`src/rtl/matrix_stream_loader.sv`:
```
// -----------------------------------------------------------------------------
// matrix_stream_loader
//   Fills a ROWS x COLS operand matrix from a DW-bit valid/ready element stream
//   and presents the whole matrix flattened to the compute array. Elements are
//   placed row-major, or column-major when transpose is latched at start. A load
//   can be cancelled with abort. Sits between the operand bus and the matrix
//   multiplier as the operand-A/B loader.
//
// Ports
//   clk_i          clock, all state on rising edge
//   reset_i        asynchronous active-high reset
//   start_i        begin a new load (sampled in IDLE only)
//   transpose_i    placement mode, latched on accepted start
//   abort_i        cancel the load in progress
//   in_valid_i     in_data_i carries an element
//   in_data_i      element data
//   in_ready_o     loader accepts an element this cycle
//   busy_o         load in progress
//   done_o         one-cycle pulse: matrix complete
//   matrix_valid_o data_out_o holds a complete matrix
//   elem_count_o   elements accepted in the current load
//   data_out_o     element (r,c) at bits [(r*COLS+c)*DW +: DW]
// -----------------------------------------------------------------------------

// Single storage element: one DW-bit register with write enable.
module matrix_stream_loader_cell #(
  parameter int DW = 32
) (
  input  logic          clk_i,
  input  logic          reset_i,
  input  logic          we_i,
  input  logic [DW-1:0] d_i,
  output logic [DW-1:0] q_o
);
  logic [DW-1:0] q_q;

  always_ff @(posedge clk_i or posedge reset_i) begin
    if (reset_i)   q_q <= '0;
    else if (we_i) q_q <= d_i;
  end

  assign q_o = q_q;
endmodule

module matrix_stream_loader #(
  parameter int ROWS = 4,
  parameter int COLS = 4,
  parameter int DW   = 32
) (
  input  logic                            clk_i,
  input  logic                            reset_i,
  input  logic                            start_i,
  input  logic                            transpose_i,
  input  logic                            abort_i,
  input  logic                            in_valid_i,
  input  logic [DW-1:0]                   in_data_i,
  output logic                            in_ready_o,
  output logic                            busy_o,
  output logic                            done_o,
  output logic                            matrix_valid_o,
  output logic [$clog2(ROWS*COLS+1)-1:0]  elem_count_o,
  output logic [ROWS*COLS*DW-1:0]         data_out_o
);
  localparam int N  = ROWS * COLS;
  localparam int CW = $clog2(N + 1);
  localparam int RW = (ROWS > 1) ? $clog2(ROWS) : 1;
  localparam int KW = (COLS > 1) ? $clog2(COLS) : 1;

  typedef enum logic [1:0] {S_IDLE, S_LOAD, S_DONE} state_t;

  // One accepted beat headed for the storage array.
  typedef struct packed {
    logic          en;
    logic [RW-1:0] row;
    logic [KW-1:0] col;
    logic [DW-1:0] data;
  } wr_req_t;

  state_t        state_q;
  logic          tr_q;
  logic [CW-1:0] cnt_q;
  logic [RW-1:0] r_q, r_d;
  logic [KW-1:0] c_q, c_d;
  logic          in_ready_q, busy_q, done_q, mvalid_q;
  logic          last;
  wr_req_t       wr;

  // abort beats a same-cycle beat: nothing is written on an abort cycle.
  assign wr.en   = (state_q == S_LOAD) && in_valid_i && in_ready_q && !abort_i;
  assign wr.row  = r_q;
  assign wr.col  = c_q;
  assign wr.data = in_data_i;

  assign last = (cnt_q == CW'(N - 1));

  // Next placement position. Row/col counters replace k/COLS, k%COLS (or the
  // ROWS pair when transposed) so no divider is needed.
  always_comb begin
    r_d = r_q;
    c_d = c_q;
    if (!tr_q) begin
      if (c_q == KW'(COLS - 1)) begin
        c_d = '0;
        r_d = r_q + 1'b1;
      end else begin
        c_d = c_q + 1'b1;
      end
    end else begin
      if (r_q == RW'(ROWS - 1)) begin
        r_d = '0;
        c_d = c_q + 1'b1;
      end else begin
        r_d = r_q + 1'b1;
      end
    end
  end

  always_ff @(posedge clk_i or posedge reset_i) begin
    if (reset_i) begin
      state_q    <= S_IDLE;
      tr_q       <= 1'b0;
      cnt_q      <= '0;
      r_q        <= '0;
      c_q        <= '0;
      in_ready_q <= 1'b0;
      busy_q     <= 1'b0;
      done_q     <= 1'b0;
      mvalid_q   <= 1'b0;
    end else begin
      case (state_q)
        S_IDLE: begin
          done_q <= 1'b0;
          if (start_i) begin
            state_q    <= S_LOAD;
            tr_q       <= transpose_i;
            cnt_q      <= '0;
            r_q        <= '0;
            c_q        <= '0;
            mvalid_q   <= 1'b0;
            in_ready_q <= 1'b1;
            busy_q     <= 1'b1;
          end
        end
        S_LOAD: begin
          if (abort_i) begin
            state_q    <= S_IDLE;
            cnt_q      <= '0;
            in_ready_q <= 1'b0;
            busy_q     <= 1'b0;
          end else if (wr.en) begin
            cnt_q <= cnt_q + 1'b1;
            if (last) begin
              state_q    <= S_DONE;
              in_ready_q <= 1'b0;
              busy_q     <= 1'b0;
              done_q     <= 1'b1;
              // Park the position; it is reloaded on the next start anyway.
              r_q        <= '0;
              c_q        <= '0;
            end else begin
              r_q <= r_d;
              c_q <= c_d;
            end
          end
        end
        S_DONE: begin
          // start here is deliberately dropped; it must come again in IDLE.
          state_q  <= S_IDLE;
          done_q   <= 1'b0;
          mvalid_q <= 1'b1;
        end
        default: state_q <= S_IDLE;
      endcase
    end
  end

  // Storage array, one cell per element, decoded from the write position.
  for (genvar gr = 0; gr < ROWS; gr++) begin : g_row
    for (genvar gc = 0; gc < COLS; gc++) begin : g_col
      logic we;
      assign we = wr.en && (wr.row == RW'(gr)) && (wr.col == KW'(gc));
      matrix_stream_loader_cell #(.DW(DW)) u_cell (
        .clk_i   (clk_i),
        .reset_i (reset_i),
        .we_i    (we),
        .d_i     (wr.data),
        .q_o     (data_out_o[(gr*COLS+gc)*DW +: DW])
      );
    end
  end

  assign in_ready_o     = in_ready_q;
  assign busy_o         = busy_q;
  assign done_o         = done_q;
  assign matrix_valid_o = mvalid_q;
  assign elem_count_o   = cnt_q;
endmodule

```
`config.mk`:
```
export PLATFORM = sky130hd
export DESIGN_NAME = matrix_stream_loader
export DESIGN_NICKNAME = d
export VERILOG_FILES = /design/src/rtl/matrix_stream_loader.sv
export SDC_FILE = /design/constraint.sdc
export NUM_CORES = 1
export LEC_CHECK = 0
export BUFFER_PORTS_ARGS = -buffer_cell sky130_fd_sc_hd__buf_2
export CAP_MARGIN = 10
export CORE_AREA = 3 3 214 216
export DETAILED_ROUTE_END_ITERATION = 8
export DIE_AREA = 0 0 217 219
export GPL_TIMING_DRIVEN = 0
export PLACE_DENSITY = 0.77
export SLEW_MARGIN = 20
export SYNTH_ARGS = -nofsm -noshare
export SYNTH_HDL_FRONTEND = slang
export SYNTH_HIERARCHICAL = 1
export SYNTH_SLANG_ARGS = --single-unit
```
`constraint.sdc`:
```
create_clock -name clk_i -period 6.1 [get_ports clk_i]
set_clock_uncertainty 0.1 [all_clocks]
set_input_delay 1.22 -clock clk_i [delete_from_list [all_inputs] [get_ports clk_i]]
set_output_delay 1.22 -clock clk_i [all_outputs]
set_load 0.01 [all_outputs]
```
==> flow_metrics.env <==
export IMPL_synth_avg_cell_area_um2=18.75
export IMPL_grt_pass1_vias=14030
export IMPL_h_tree_depth=2
export IMPL_yosys_warnings=6
export IMPL_ant_nets=0
export IMPL_antenna_found_initial=0
export IMPL_dieArea_mm2=0.04752
export IMPL_status="finished clean"
export IMPL_placed_area_mm2=0.02651
export IMPL_maxCapViolCount=0
export IMPL_drt_total_wl_um=66790
export IMPL_area_growth_pct=24.95
export IMPL_cts_max_path_buffers=3
export IMPL_tightest_slew_ps=603.6
export IMPL_hold_path_class="register to register"
export IMPL_synth_area_leaders="dfrtp_1 (58%), mux2_4 (32%), buf_12 (4.2%)"
export IMPL_setup_violations=0
export IMPL_io_pins=559
export IMPL_postCtsSetupRepairBufs=0
export IMPL_fp_dieH_um=219
export IMPL_yosysUniqueCellTypes=40
export IMPL_synth_edf_count=0
export IMPL_drcViolationCount=0
export IMPL_hold_violations=0
export IMPL_yosys_cell_count_top_type="dfrtp_1"
export IMPL_place_congestion=0.8389
export IMPL_path_max_fanout=7
export IMPL_arrival_ps=1380
export IMPL_synthTopCellsByCount="dfrtp_1 (527), mux2_4 (480), buf_12 (48)"
export IMPL_finalSetupTns_ps=0
export IMPL_drt_iter0_markers=777
export IMPL_final_cells=2470
export IMPL_yosysTopAreaCellShare_pct=58.23
export IMPL_fin_ws_ps=3404
export IMPL_netlist_instances=1208
export IMPL_slew_headroom_pct=59.71
export IMPL_cts_resized=0
export IMPL_fin_area_mm2=0.02830
export IMPL_synth_seq_cells=527
export IMPL_syn_num_nets=1256
export IMPL_grt_pass1_wl_um=96740
export IMPL_cts_num_sinks=527
export IMPL_end_kind="output port"
export IMPL_placement_io_buffers=558
export IMPL_synth_seq_area_share_pct=58.23
export IMPL_crit_type="register to output port"
export IMPL_cp_required_ps=4780
export IMPL_leakagePower_nw=15.44
export IMPL_async_reset_ff_share_pct=100.0
export IMPL_finalCritPeriodShare_pct=44.19
export IMPL_cts_buffers=54
export IMPL_dpl_hpwl_um=47190
export IMPL_coreArea_mm2=0.04412
export IMPL_clk_pin_slew_ps=60
export IMPL_syn_area_mm2=0.02265
export IMPL_grt_total_usage_pct=27.63
export IMPL_dp_cells=2374
export IMPL_pre_cts_ws_ps=2874
export IMPL_utilization_pct=64.14
export IMPL_grt_setup_unrepaired="no"
export IMPL_fmax_mhz=371.0
export IMPL_fin_crit_ps=2696
export IMPL_vdd_drop_max_mv=0.2414
export IMPL_initial_core_util_pct=51.33
export IMPL_drive_above_1_share_pct=67.73
export IMPL_diodes=0
export IMPL_ys_flop_type="dfrtp_1"
export IMPL_dr_pass1_iters=5
export IMPL_cp_start_kind="register"
export IMPL_holdBufCountCts=0
export IMPL_p_per_area_mw_per_mm2=291.0
export IMPL_dieWidth_um=217
export IMPL_grt_max_degree=27
export IMPL_clk_latency_ps=600
export IMPL_vias=13100
export IMPL_cts_tree="built"
export IMPL_slew_viol_final=0
export IMPL_avgRoutedWirePerCell_um=27.04
export IMPL_via_per_inst=5.302
export IMPL_synth_area_leader_cell="dfrtp_1"
export IMPL_report_power_total_mw=8.236
export IMPL_ctsRootBufferMaster="clkbuf_16"
export IMPL_num_rows=77
export IMPL_hold_slack_ps=402.4
export IMPL_gr_total_overflow=0
export IMPL_nets=1886
==> cell families after synthesis <==
kind of cell	synth area share [%]
DFF	58.23
and+or+nand+nor	1.249
AOI/OAI and AO/OA	0.7293
muxes	33.60
buffers and inverters	5.641
adders and majority gates	0.5525
==> per-layer routing <==
metal | vias up | track usage (%) | share of wire (%)
met5 | - | 0 | 0
met4 | 0 | 9.959 | 3.8
met3 | 126 | 6.771 | 6.9
met2 | 536 | 45.37 | 48
met1 | 6939 | 35.99 | 41
li1 | 5496 | - | -
==> final cells by class <==
class	instances	area (um2)
Fill cell	3249	15830
Buffer	68	1180
Tap cell	592	740.7
Inverter	26	97.59
Timing Repair Buffer	574	3120
Clock buffer	77	1612
Sequential cell	527	13190
Multi-Input combinational cell	587	8183
Clock inverter	19	178.9
==> sequential cells by signal, summed over array words and instances, names as in the netlist <==
register / cells
g_row.g_col.u_cell/q_o: 512
matrix_valid_o: 1
r_q: 2
c_q: 2
elem_count_o: 5
tr_q: 1
done_o: 1
busy_o: 1
state_q: 2
==> layout by cell type, fill, tap and decap left out, drive strengths merged, types with 2 or more instances in the layout <==
| master | instances |
|---|---|
| buf | 642 |
| dfrtp | 527 |
| mux2 | 514 |
| clkbuf | 77 |
| inv | 26 |
| and3 | 18 |
| clkinv | 14 |
| ha | 10 |
| a21oi | 4 |
| nand2 | 4 |
| o21ai | 3 |
| a22o | 3 |
| bufinv | 3 |
| nor3 | 3 |
| nor3b | 2 |
| o21bai | 2 |
| nand3 | 2 |
| a21o | 2 |
| mux2i | 2 |
| a211o | 2 |
| nand2b | 2 |
| a32o | 2 |
| clkinvlp | 2 |
==> worst paths after layout <==
path	from	to	depth (start not counted)	slack, ps
setup / recovery	busy_o	in_ready_o	2	3400
hold / removal	g_row[1].g_col[1].u_cell/q_o[11]	g_row[1].g_col[1].u_cell/q_o[11]	1	400
setup reg to reg	state_q[1]	g_row[2].g_col[0].u_cell/q_o[22]	8	3700
hold reg to reg	g_row[1].g_col[1].u_cell/q_o[11]	g_row[1].g_col[1].u_cell/q_o[11]	1	400
max in group asynchronous	reset_i	g_row[3].g_col[3].u_cell/q_o[16]	3	4630
min in group asynchronous	reset_i	g_row[0].g_col[1].u_cell/q_o[26]	2	650
==> worst max-delay path, cell delays in order (launching register included) <==
cell and delay (ps):
dfrtp_1 490, buf_4 160, buf_2 120
==> power breakdown <==
| part | switching, mW | internal (mW) | total [mW] |
|---|---|---|---|
| registers | 0.149 | 3.73 | 3.88 |
| clock network | 1.37 | 1.95 | 3.32 |
| logic | 0.520 | 0.513 | 1.03 |
(Power assumes the default switching activity.)
